[config.mk]
export PLATFORM = sky130hd
export DESIGN_NAME = decode_pipe_ctrl
export DESIGN_NICKNAME = d
export VERILOG_FILES = /design/src/rtl/decode_pkg.sv /design/src/rtl/decode_controller.sv /design/src/rtl/decode_pipe_ctrl.sv
export SDC_FILE = /design/constraint.sdc
export NUM_CORES = 1
export LEC_CHECK = 0
export BUFFER_PORTS_ARGS = -buffer_cell sky130_fd_sc_hd__buf_2
export CORE_MARGIN = 2
export CORE_UTILIZATION = 47
export DETAILED_ROUTE_END_ITERATION = 8
export GPL_TIMING_DRIVEN = 1
export PLACE_DENSITY_LB_ADDON = 0.3
export SLEW_MARGIN = 40
export SYNTH_ARGS = -nofsm -noshare
export SYNTH_HDL_FRONTEND = slang
export SYNTH_SLANG_ARGS = --single-unit
[constraint.sdc]
create_clock -name clk -period 2.4 [get_ports clk]
set_input_delay 0.48 -clock clk [delete_from_list [all_inputs] [get_ports clk]]
set_output_delay 0.48 -clock clk [all_outputs]
set_load 0.02 [all_outputs]
[src/rtl/decode_pkg.sv]
// Shared decode definitions: opcodes, func7 patterns, memory access types, control bundle.
// No logic, constants and types only.
// Not applicable: no flow control in a package.
package decode_pkg;

  localparam logic [6:0] OP_R      = 7'b0110011;
  localparam logic [6:0] OP_IMM    = 7'b0010011;
  localparam logic [6:0] OP_LOAD   = 7'b0000011;
  localparam logic [6:0] OP_STORE  = 7'b0100011;
  localparam logic [6:0] OP_BRANCH = 7'b1100011;
  localparam logic [6:0] OP_JAL    = 7'b1101111;
  localparam logic [6:0] OP_JALR   = 7'b1100111;
  localparam logic [6:0] OP_AUIPC  = 7'b0010111;
  localparam logic [6:0] OP_LUI    = 7'b0110111;

  localparam logic [6:0] F7_BASE   = 7'b0000000;
  localparam logic [6:0] F7_ALT    = 7'b0100000;
  localparam logic [6:0] F7_MULDIV = 7'b0000001;

  typedef enum logic [1:0] {
    STORE_NONE = 2'b00,
    STORE_SB   = 2'b01,
    STORE_SH   = 2'b10,
    STORE_SW   = 2'b11
  } store_type_e;

  typedef enum logic [2:0] {
    LOAD_LB   = 3'b000,
    LOAD_LH   = 3'b001,
    LOAD_LW   = 3'b010,
    LOAD_LBU  = 3'b011,
    LOAD_LHU  = 3'b100,
    LOAD_NONE = 3'b111
  } load_type_e;

  typedef struct packed {
    logic        alu_src;
    logic        mem_write;
    logic        mem_read;
    logic        wb_reg_file;
    logic        invalid_inst;
    load_type_e  load_type;
    store_type_e store_type;
  } ctrl_t;

  // Bundle for an empty slot: nothing happens downstream.
  localparam ctrl_t CTRL_BUBBLE = '{
    alu_src: 1'b0, mem_write: 1'b0, mem_read: 1'b0, wb_reg_file: 1'b0,
    invalid_inst: 1'b0, load_type: LOAD_NONE, store_type: STORE_NONE
  };

  // Bundle for an undecodable instruction: side-effect free, but flagged.
  localparam ctrl_t CTRL_INVALID = '{
    alu_src: 1'b0, mem_write: 1'b0, mem_read: 1'b0, wb_reg_file: 1'b0,
    invalid_inst: 1'b1, load_type: LOAD_NONE, store_type: STORE_NONE
  };

endpackage

[src/rtl/decode_controller.sv]
// Combinational instruction decoder producing the control bundle and source-register usage.
// Latency: zero cycles, pure combinational.
// No backpressure: output follows the instruction fields every cycle.
module decode_controller
  import decode_pkg::*;
#(
  parameter bit SUPPORT_M = 1'b0
) (
  input  logic [6:0] opcode,
  input  logic [2:0] func3,
  input  logic [6:0] func7,
  output ctrl_t      ctrl,
  output logic       use_rs1,
  output logic       use_rs2
);

  logic bad;

  // Opcode/func decode; any unrecognised encoding collapses to the invalid bundle at the end.
  always_comb begin
    ctrl    = CTRL_BUBBLE;
    use_rs1 = 1'b0;
    use_rs2 = 1'b0;
    bad     = 1'b0;
    case (opcode)
      OP_R: begin
        use_rs1          = 1'b1;
        use_rs2          = 1'b1;
        ctrl.wb_reg_file = 1'b1;
        if (!((func7 == F7_BASE) ||
              ((func7 == F7_ALT) && ((func3 == 3'b000) || (func3 == 3'b101))) ||
              (SUPPORT_M && (func7 == F7_MULDIV)))) begin
          bad = 1'b1;
        end
      end
      OP_IMM: begin
        use_rs1          = 1'b1;
        ctrl.alu_src     = 1'b1;
        ctrl.wb_reg_file = 1'b1;
      end
      OP_LOAD: begin
        use_rs1          = 1'b1;
        ctrl.alu_src     = 1'b1;
        ctrl.mem_read    = 1'b1;
        ctrl.wb_reg_file = 1'b1;
        case (func3)
          3'b000:  ctrl.load_type = LOAD_LB;
          3'b001:  ctrl.load_type = LOAD_LH;
          3'b010:  ctrl.load_type = LOAD_LW;
          3'b100:  ctrl.load_type = LOAD_LBU;
          3'b101:  ctrl.load_type = LOAD_LHU;
          default: bad = 1'b1;
        endcase
      end
      OP_STORE: begin
        use_rs1        = 1'b1;
        use_rs2        = 1'b1;
        ctrl.alu_src   = 1'b1;
        ctrl.mem_write = 1'b1;
        case (func3)
          3'b000:  ctrl.store_type = STORE_SB;
          3'b001:  ctrl.store_type = STORE_SH;
          3'b010:  ctrl.store_type = STORE_SW;
          default: bad = 1'b1;
        endcase
      end
      OP_BRANCH: begin
        use_rs1 = 1'b1;
        use_rs2 = 1'b1;
      end
      OP_JAL: begin
        ctrl.wb_reg_file = 1'b1;
      end
      OP_JALR: begin
        use_rs1          = 1'b1;
        ctrl.alu_src     = 1'b1;
        ctrl.wb_reg_file = 1'b1;
      end
      OP_AUIPC, OP_LUI: begin
        ctrl.alu_src     = 1'b1;
        ctrl.wb_reg_file = 1'b1;
      end
      default: bad = 1'b1;
    endcase
    if (bad) begin
      ctrl = CTRL_INVALID;
    end
  end

endmodule

[src/rtl/decode_pipe_ctrl.sv]
// ID->EX control stage: decode, load-use hazard bubble, EX control register, invalid counter.
// Latency: one cycle from ID instruction to EX outputs.
// Backpressure: id_stall holds ID on hazard or ex_stall; ex_flush overrides both and kills EX.
module decode_pipe_ctrl
  import decode_pkg::*;
#(
  parameter bit SUPPORT_M = 1'b0,
  parameter bit HAZARD_EN = 1'b1,
  parameter int CNT_W     = 8
) (
  input  logic             clk,
  input  logic             rst,
  input  logic             id_valid,
  input  logic [31:0]      id_instr,
  input  logic             ex_stall,
  input  logic             ex_flush,
  output logic             id_stall,
  output logic             ex_valid,
  output logic             ex_alu_src,
  output logic             ex_mem_write,
  output logic             ex_mem_read,
  output logic             ex_wb_reg_file,
  output logic             ex_invalid_inst,
  output logic [2:0]       ex_mem_load_type,
  output logic [1:0]       ex_mem_store_type,
  output logic [4:0]       ex_rd,
  output logic [CNT_W-1:0] invalid_cnt
);

  localparam logic [CNT_W-1:0] CNT_MAX = '1;

  ctrl_t            id_ctrl;
  logic             use_rs1;
  logic             use_rs2;
  logic [4:0]       id_rd;
  logic [4:0]       id_rs1;
  logic [4:0]       id_rs2;
  logic             hazard;
  logic             load_id;

  ctrl_t            ex_ctrl_q;
  logic             ex_valid_q;
  logic [4:0]       ex_rd_q;
  logic [CNT_W-1:0] cnt_q;

  assign id_rd  = id_instr[11:7];
  assign id_rs1 = id_instr[19:15];
  assign id_rs2 = id_instr[24:20];

  decode_controller #(
    .SUPPORT_M (SUPPORT_M)
  ) u_decode (
    .opcode  (id_instr[6:0]),
    .func3   (id_instr[14:12]),
    .func7   (id_instr[31:25]),
    .ctrl    (id_ctrl),
    .use_rs1 (use_rs1),
    .use_rs2 (use_rs2)
  );

  // Load-use hazard: the load in EX produces a register the ID instruction reads.
  always_comb begin
    hazard = 1'b0;
    if (HAZARD_EN && ex_valid_q && ex_ctrl_q.mem_read && (ex_rd_q != 5'd0) && id_valid) begin
      hazard = (use_rs1 && (id_rs1 == ex_rd_q)) || (use_rs2 && (id_rs2 == ex_rd_q));
    end
  end

  assign id_stall = (hazard | ex_stall) & ~ex_flush;

  // ID contents are accepted into EX only when no flush, hold or hazard bubble wins.
  assign load_id = ~ex_flush & ~ex_stall & ~hazard & id_valid;

  // EX register: reset > flush bubble > hold > hazard bubble > load (empty ID loads a bubble).
  always_ff @(posedge clk) begin
    if (rst) begin
      ex_valid_q <= 1'b0;
      ex_ctrl_q  <= CTRL_BUBBLE;
      ex_rd_q    <= 5'd0;
    end else if (ex_flush) begin
      ex_valid_q <= 1'b0;
      ex_ctrl_q  <= CTRL_BUBBLE;
      ex_rd_q    <= 5'd0;
    end else if (ex_stall) begin
      ex_valid_q <= ex_valid_q;
      ex_ctrl_q  <= ex_ctrl_q;
      ex_rd_q    <= ex_rd_q;
    end else if (load_id) begin
      ex_valid_q <= 1'b1;
      ex_ctrl_q  <= id_ctrl;
      ex_rd_q    <= id_rd;
    end else begin
      ex_valid_q <= 1'b0;
      ex_ctrl_q  <= CTRL_BUBBLE;
      ex_rd_q    <= 5'd0;
    end
  end

  // Saturating count of invalid instructions actually entering EX.
  always_ff @(posedge clk) begin
    if (rst) begin
      cnt_q <= '0;
    end else if (load_id && id_ctrl.invalid_inst && (cnt_q != CNT_MAX)) begin
      cnt_q <= cnt_q + 1'b1;
    end
  end

  assign ex_valid          = ex_valid_q;
  assign ex_alu_src        = ex_ctrl_q.alu_src;
  assign ex_mem_write      = ex_ctrl_q.mem_write;
  assign ex_mem_read       = ex_ctrl_q.mem_read;
  assign ex_wb_reg_file    = ex_ctrl_q.wb_reg_file;
  assign ex_invalid_inst   = ex_ctrl_q.invalid_inst;
  assign ex_mem_load_type  = ex_ctrl_q.load_type;
  assign ex_mem_store_type = ex_ctrl_q.store_type;
  assign ex_rd             = ex_rd_q;
  assign invalid_cnt       = cnt_q;

endmodule

# Yosys cells after proc, flatten, opt, wreduce, memory -nomap -nowiden

Index checks and enable logic that the tools add are counted.

Logic and storage cells: 77
Flip-flop bits (word level): 24
Bits in latches: 0
Input port bits: 37
ROM bits: 0
Memories kept: 0
Output and inout bits: 25
Memory bits (writable): 0

Multiplexer cells: 19
Eq/ne operators: 17
Magnitude comparators: 0
Reductions and logical operators: 22
Multiply operators: 0
Shift operators: 0
Bitwise logic cells: 8
Div/mod/pow operators: 0
$add $sub $neg: 1

Operator list:

| operator                                                              | number |
|---|---|
| 7-bit by 6-bit equality test with 1-bit output, second input constant | 4 |
| 7-bit equality test, second input constant                            | 3 |
| 10-bit 2-to-1 mux                                                     | 2 |
| 6-bit OR reduction                                                    | 3 |
| 3-bit one-hot mux with 5 select lines                                 | 1 |
| 7-bit by 5-bit equality test with 1-bit output, second input constant | 2 |
| 1-bit 2-to-1 mux                                                      | 11 |
| 5-bit equality test                                                   | 2 |
| 8-bit by 1-bit adder with 8-bit output, second input constant         | 1 |
| 1-bit logical AND                                                     | 8 |
| 8-bit inequality test, second input constant                          | 1 |
| 7-bit by 2-bit equality test with 1-bit output, second input constant | 1 |
| 7-bit logical NOT                                                     | 1 |
| 7-bit OR reduction                                                    | 1 |
| 3-bit equality test, second input constant                            | 2 |
| 2-bit one-hot mux with 3 select lines                                 | 1 |
| 3-bit OR reduction                                                    | 2 |
| 5-bit 2-to-1 mux                                                      | 1 |
| 5-bit nonzero test                                                    | 1 |
| 5-bit OR reduction                                                    | 1 |
| 1-bit bitwise AND                                                     | 4 |
| 1-bit one-hot mux with 4 select lines                                 | 1 |
| 3-bit by 1-bit equality test with 1-bit output, second input constant | 1 |
| 3-bit by 2-bit equality test with 1-bit output, second input constant | 1 |
| other kinds (7)                                                       | 11 |

# Logic depth before layout (Yosys ltp)

Word-level depth: 11
Depth in mapped cells: 8
Mapped depth without buffers: 7

# By module

A second synthesis with hierarchy kept.

Cell total of the unflattened synthesis: 160
Area total of the unflattened synthesis: 1400.1 µm²

By module, submodules not included:

| module            | sequential area each (µm²) | instances | area an instance (µm²) | cells each |
|---|---|---|---|---|
| decode_pipe_ctrl  | 480.5                      | 1         | 1106.1                 | 113 |
| decode_controller | 0.0                        | 1         | 294.0                  | 47 |

# Least setup slack after synthesis

OpenSTA, ideal clock, no wires.

Path type: reg2reg
Start: register ex_rd_q[2], in the netlist ex_rd[2]
End: register cnt_q[2], in the netlist invalid_cnt[2]
Buffers on the path: 1
Clock period less this slack: 2073 ps
Library setup time: 123 ps
Data required time: 2277 ps
Data arrival time: 1949 ps
Cell stages (with the launch flop): 8
Setup slack: 327 ps
Cell sequence: dfxtp_1 -> or4_1 -> o211ai_2 -> a21oi_2 -> nor4b_4 -> buf_4 -> nand4_1 -> mux2_1

Word-level cells in the longest chain between the ends: 9
Elaborated cells between the ends (all ways): 14
Classes of those cells: eq/ne (2); mux (1); bitwise (3); reduce/logical (8)

RTL lines:

| what                                                             | line                                           | source |
|---|---|---|
| start: declaration                                               | decode_pipe_ctrl.sv:43                         | `logic [4:0] ex_rd_q;` |
| start signal: assignment                                         | decode_pipe_ctrl.sv:87                         | `ex_rd_q <= ex_rd_q;` |
| start signal: assignment                                         | decode_pipe_ctrl.sv:91                         | `ex_rd_q <= id_rd;` |
| 5-bit equality test / 5-bit nonzero test (equally long branches) | decode_pipe_ctrl.sv:65, decode_pipe_ctrl.sv:64 |  |
| 1-bit logical AND, on equally long branches                      | decode_pipe_ctrl.sv:65, decode_pipe_ctrl.sv:64 |  |
| 1-bit logical OR / 1-bit logical AND (equally long branches)     | decode_pipe_ctrl.sv:65, decode_pipe_ctrl.sv:64 |  |
| 1-bit 2-to-1 mux (*)                                             | decode_pipe_ctrl.sv:64                         | `if (HAZARD_EN && ex_valid_q && ex_ctrl_q.mem_read && (ex_rd_q != 5'd0) && id_valid) begin` |
| 1-bit NOT (*)                                                    | decode_pipe_ctrl.sv:72                         | `assign load_id = ~ex_flush & ~ex_stall & ~hazard & id_valid;` |
| 1-bit bitwise AND (*) (2 in series)                              | decode_pipe_ctrl.sv:72                         |  |
| 1-bit logical AND (*) (2 in series)                              | decode_pipe_ctrl.sv:103                        | `end else if (load_id && id_ctrl.invalid_inst && (cnt_q != CNT_MAX)) begin` |
| end signal: assignment                                           | decode_pipe_ctrl.sv:104                        | `cnt_q <= cnt_q + 1'b1;` |
| end: declaration                                                 | decode_pipe_ctrl.sv:44                         | `logic [CNT_W-1:0] cnt_q;` |

Mark *: on every way between the ends. The rest lies on a longest branch, timed or not.
A chain may end at the register's enable or synchronous reset.

# Worst setup path after layout

Start: register ex_rd_q[0], in the netlist ex_rd[0]
End: register cnt_q[5], in the netlist invalid_cnt[5]

Same word-level chain as after synthesis.

==> flow_summary.json <==
{
  "core_um2": 2781,
  "slew_headroom": 0.7378,
  "initial_core_util": 0.4998,
  "synth_top_area_share": 0.3456,
  "cts_htree_levels": 1,
  "num_antenna_cells": 0,
  "p_leak_nw": 0.8707,
  "syn_inst": 171,
  "yosysWarnings": 0,
  "skew_ns": 0.01648,
  "dp_hpwl_mm": 2.563,
  "finalNonFillerCells": 269,
  "rr_endpoint": "invalid_cnt[5]",
  "seq_area_um2": 485.5,
  "critical_path_class": "register to register",
  "drt_iter0_markers": 82,
  "finalHoldViolCount": 0,
  "vias": 1497,
  "clockBufferDepth": 2,
  "synth_fp_nets": 209,
  "startpoint_type": "register",
  "whs_ns": 0.3915,
  "drtAntennaViolNets": 0,
  "whs_path_depth": 3,
  "critPathMaxFanout": 14,
  "overflow": 0,
  "drc_errors": 0,
  "max_clock_freq_mhz": 421.1,
  "setup_viol": 0,
  "multi_input_area_um2": 883.3,
  "clk_latency_ns": 0.33,
  "arrival_ns": 2.59,
  "area_growth_pct": 33.48,
  "synth_seq_area_share": 0.3456,
  "hold_buffers": 0,
  "grt_antenna_before_repair": 0,
  "rr_worst_depth": 9,
  "ys_types": 43,
  "synth_area_um2": 1390,
  "ys.flop_type": "dfxtp_1",
  "synth_edf_count": 0,
  "crit_path_end_kind": "register",
  "grt_max_degree": 17,
  "finalCritPeriodShare": 0.9895,
  "period_needed_ns": 2.375,
  "grt_pass1_wl_mm": 5.409,
  "fin_util": 0.6671,
  "synthSimpleGateAreaFrac": 0.3186,
  "viasPerCell": 5.565,
  "tritoncts": "yes",
  "cp_data_required_time_ns": 2.62,
  "cts_made_buffers": 3,
  "die_area_um2": 3409,
  "wl_mm": 3.443,
  "fp.dieW_um": 58.39,
  "drv_slew": 0,
  "grtUsageTotal": 0.2025,
  "synthTopCellsByArea": "dfxtp_1 35%, nor2_1 6.8%, xor2_1 5.7%, mux2_1 4.1%, a22oi_1 3.2%",
  "ys_ff_latch": 24,
  "dp_cells": 261,
  "r2r_setup_slack_ns": 0.03,
  "grt_pass1_vias": 1287,
  "nFillCells": 252,
  "die_h_um": 58.39,
  "maxCapViolCount": 0,
  "p_per_area_nw_per_um2": 447.3,
  "synth_common_cells": "25 x nor2_1, 24 x dfxtp_1, 11 x nand2_1, 9 x xor2_1, 8 x a21oi_1",
  "ir_worst_vdd_mv": 0.3801,
  "drt_first_pass_iters": 4,
  "row_count": 19,
  "hp-class": "primary input to register",
  "rsz0062_at_grt": "yes",
  "avgRoutedWirePerCell_um": 12.80,
  "yosys.area_share.xor_xnor": 0.07561,
  "synth_adder_area_share": 0.009001,
  "cts_root_buf": "clkbuf_4",
  "hold_end": "ex_rd[1]",
  "synth_top_family_by_area": "simple AND/OR/NAND/NOR gates",
  "gp_congestion": 0.9071,
  "avgSynthCellArea_um2": 8.129,
  "synthMuxAreaShare": 0.04770,
  "pin_count": 62,
  "yosysMostFrequentCell": "nor2_1",
  "critical_path.startpoint": "ex_rd[0]",
  "yosysTopAreaCell": "dfxtp_1",
  "ys_async_sr_fraction": 0,
  "worstHoldStart": "id_instr[8]",
  "r2r_start": "ex_rd[0]",
  "clk_pin_slew_worst_paths_ns": 0.15,
  "tightest_slew_ns": 0.3903,
  "io_buffer_count": 61,
  "status": "finished clean",
  "final_nets": 277,
  "synth_compound_area_frac": 0.1737,
  "clock_sinks": 24,
  "drive_gt1_frac": 0.3529
}
## power breakdown
| group | total (mW) | internal (mW) | leakage (nW) | switching [mW] |
|---|---|---|---|---|
| Sequential | 0.404 | 0.400 | 0.195 | 0.00338 |
| Combinational | 0.126 | 0.0578 | 0.648 | 0.0685 |
| Clock | 0.300 | 0.169 | 0.0279 | 0.131 |
## how the worst max path moves through the flow
stage	endpoint	slack, ns	cells past startpoint
finish	invalid_cnt[5]	0.03	9
global route	id_stall	-0.09	7
CTS	id_stall	0.02	7
detailed placement	id_stall	0.05	8
global placement	id_stall	0.03	8
floorplan	invalid_cnt[2]	0.33	7
## area by class of cell
cell class,count,area share
Clock buffer,3,0.01214
Clock inverter,1,0.01618
Inverter,2,0.004046
Multi-Input combinational cell,138,0.4761
Sequential cell,24,0.2616
Tap cell,31,0.02090
Timing Repair Buffer,70,0.2090
## cells in the final DEF, fill, tap and decap left out, types with 2 or more instances in the layout
cell type / Yosys / routed
buf_2: 3 / 60
nor2_1: 25 / 25
dfxtp_1: 24 / 22
nand2_1: 11 / 11
xor2_1: 9 / 9
buf_4: 1 / 9
a21oi_1: 8 / 8
nor3_1: 7 / 7
nand3_1: 7 / 7
o21ai_0: 7 / 7
a22oi_1: 6 / 6
nand4_1: 5 / 5
nand2b_1: 5 / 5
and3_1: 5 / 5
nor2b_1: 5 / 5
mux2_1: 5 / 4
xnor2_1: 3 / 3
clkbuf_4: 0 / 3
nand3b_1: 2 / 2
inv_1: 2 / 2
a211oi_1: 2 / 2
a311oi_1: 2 / 2
or3_1: 2 / 2
a31oi_1: 2 / 2
## timing repair
item	in CTS	in global routing
resized for setup	5	2
pin swaps	5	0
endpoints found under the setup margin	1	8
setup buffers	2	2
hold endpoints to repair	0	0
## critical path, cell delays in order, from the launching register on
cell,delay (ns)
dfxtp_4,0.38
buf_4,0.14
or4_1,0.50
o211ai_2,0.17
a21oi_2,0.06
buf_4,0.14
nor4b_4,0.28
buf_12,0.18
nand4_1,0.09
mux2_1,0.32
## stage by stage
| stage | cell area (µm²) | worst slack [ns] | setup TNS [ns] | power [mW] |
|---|---|---|---|---|
| 6_report | 1856 | 0.02520 | 0 | 0.8299 |
| 5_1_grt | 1856 | -0.08911 | -0.2627 | 0.8629 |
| 4_1_cts | 1832 | 0.02052 | 0 | 0.8297 |
| 3_5_place_dp | 1750 | 0.04964 | 0 | 0.5332 |
| 3_3_place_gp | 1750 | 0.03358 | 0 | 0.5320 |
| 2_1_floorplan | 1390 | 0.3275 | 0 | 0.4750 |
## sequential cells by signal, indices dropped and copies added (netlist names)
name and cells:
ex_mem_write 1, ex_mem_read 1, invalid_cnt 8, ex_rd 5
ex_alu_src 1, ex_valid 1, ex_invalid_inst 1, ex_mem_load_type 3
ex_mem_store_type 2, ex_wb_reg_file 1
## logic make-up after synthesis
| group | after synthesis |
|---|---|
| fa+ha+maj | 1 |
| flops | 24 |
| xor+xnor | 12 |
| simple gates | 83 |
| compound gates | 36 |
| buf+inv | 9 |
| mux | 6 |
## routing by layer
metal / GRT usage / vias to the layer above / routed length, µm
met3: 0.03297 / 5 / 193
li1: - / 758 / -
met2: 0.3515 / 49 / 1662
met5: 0 / - / 0
met4: 0.07309 / 0 / 38
met1: 0.2514 / 685 / 1549
No activity file was read; power rests on OpenSTA's default activity.
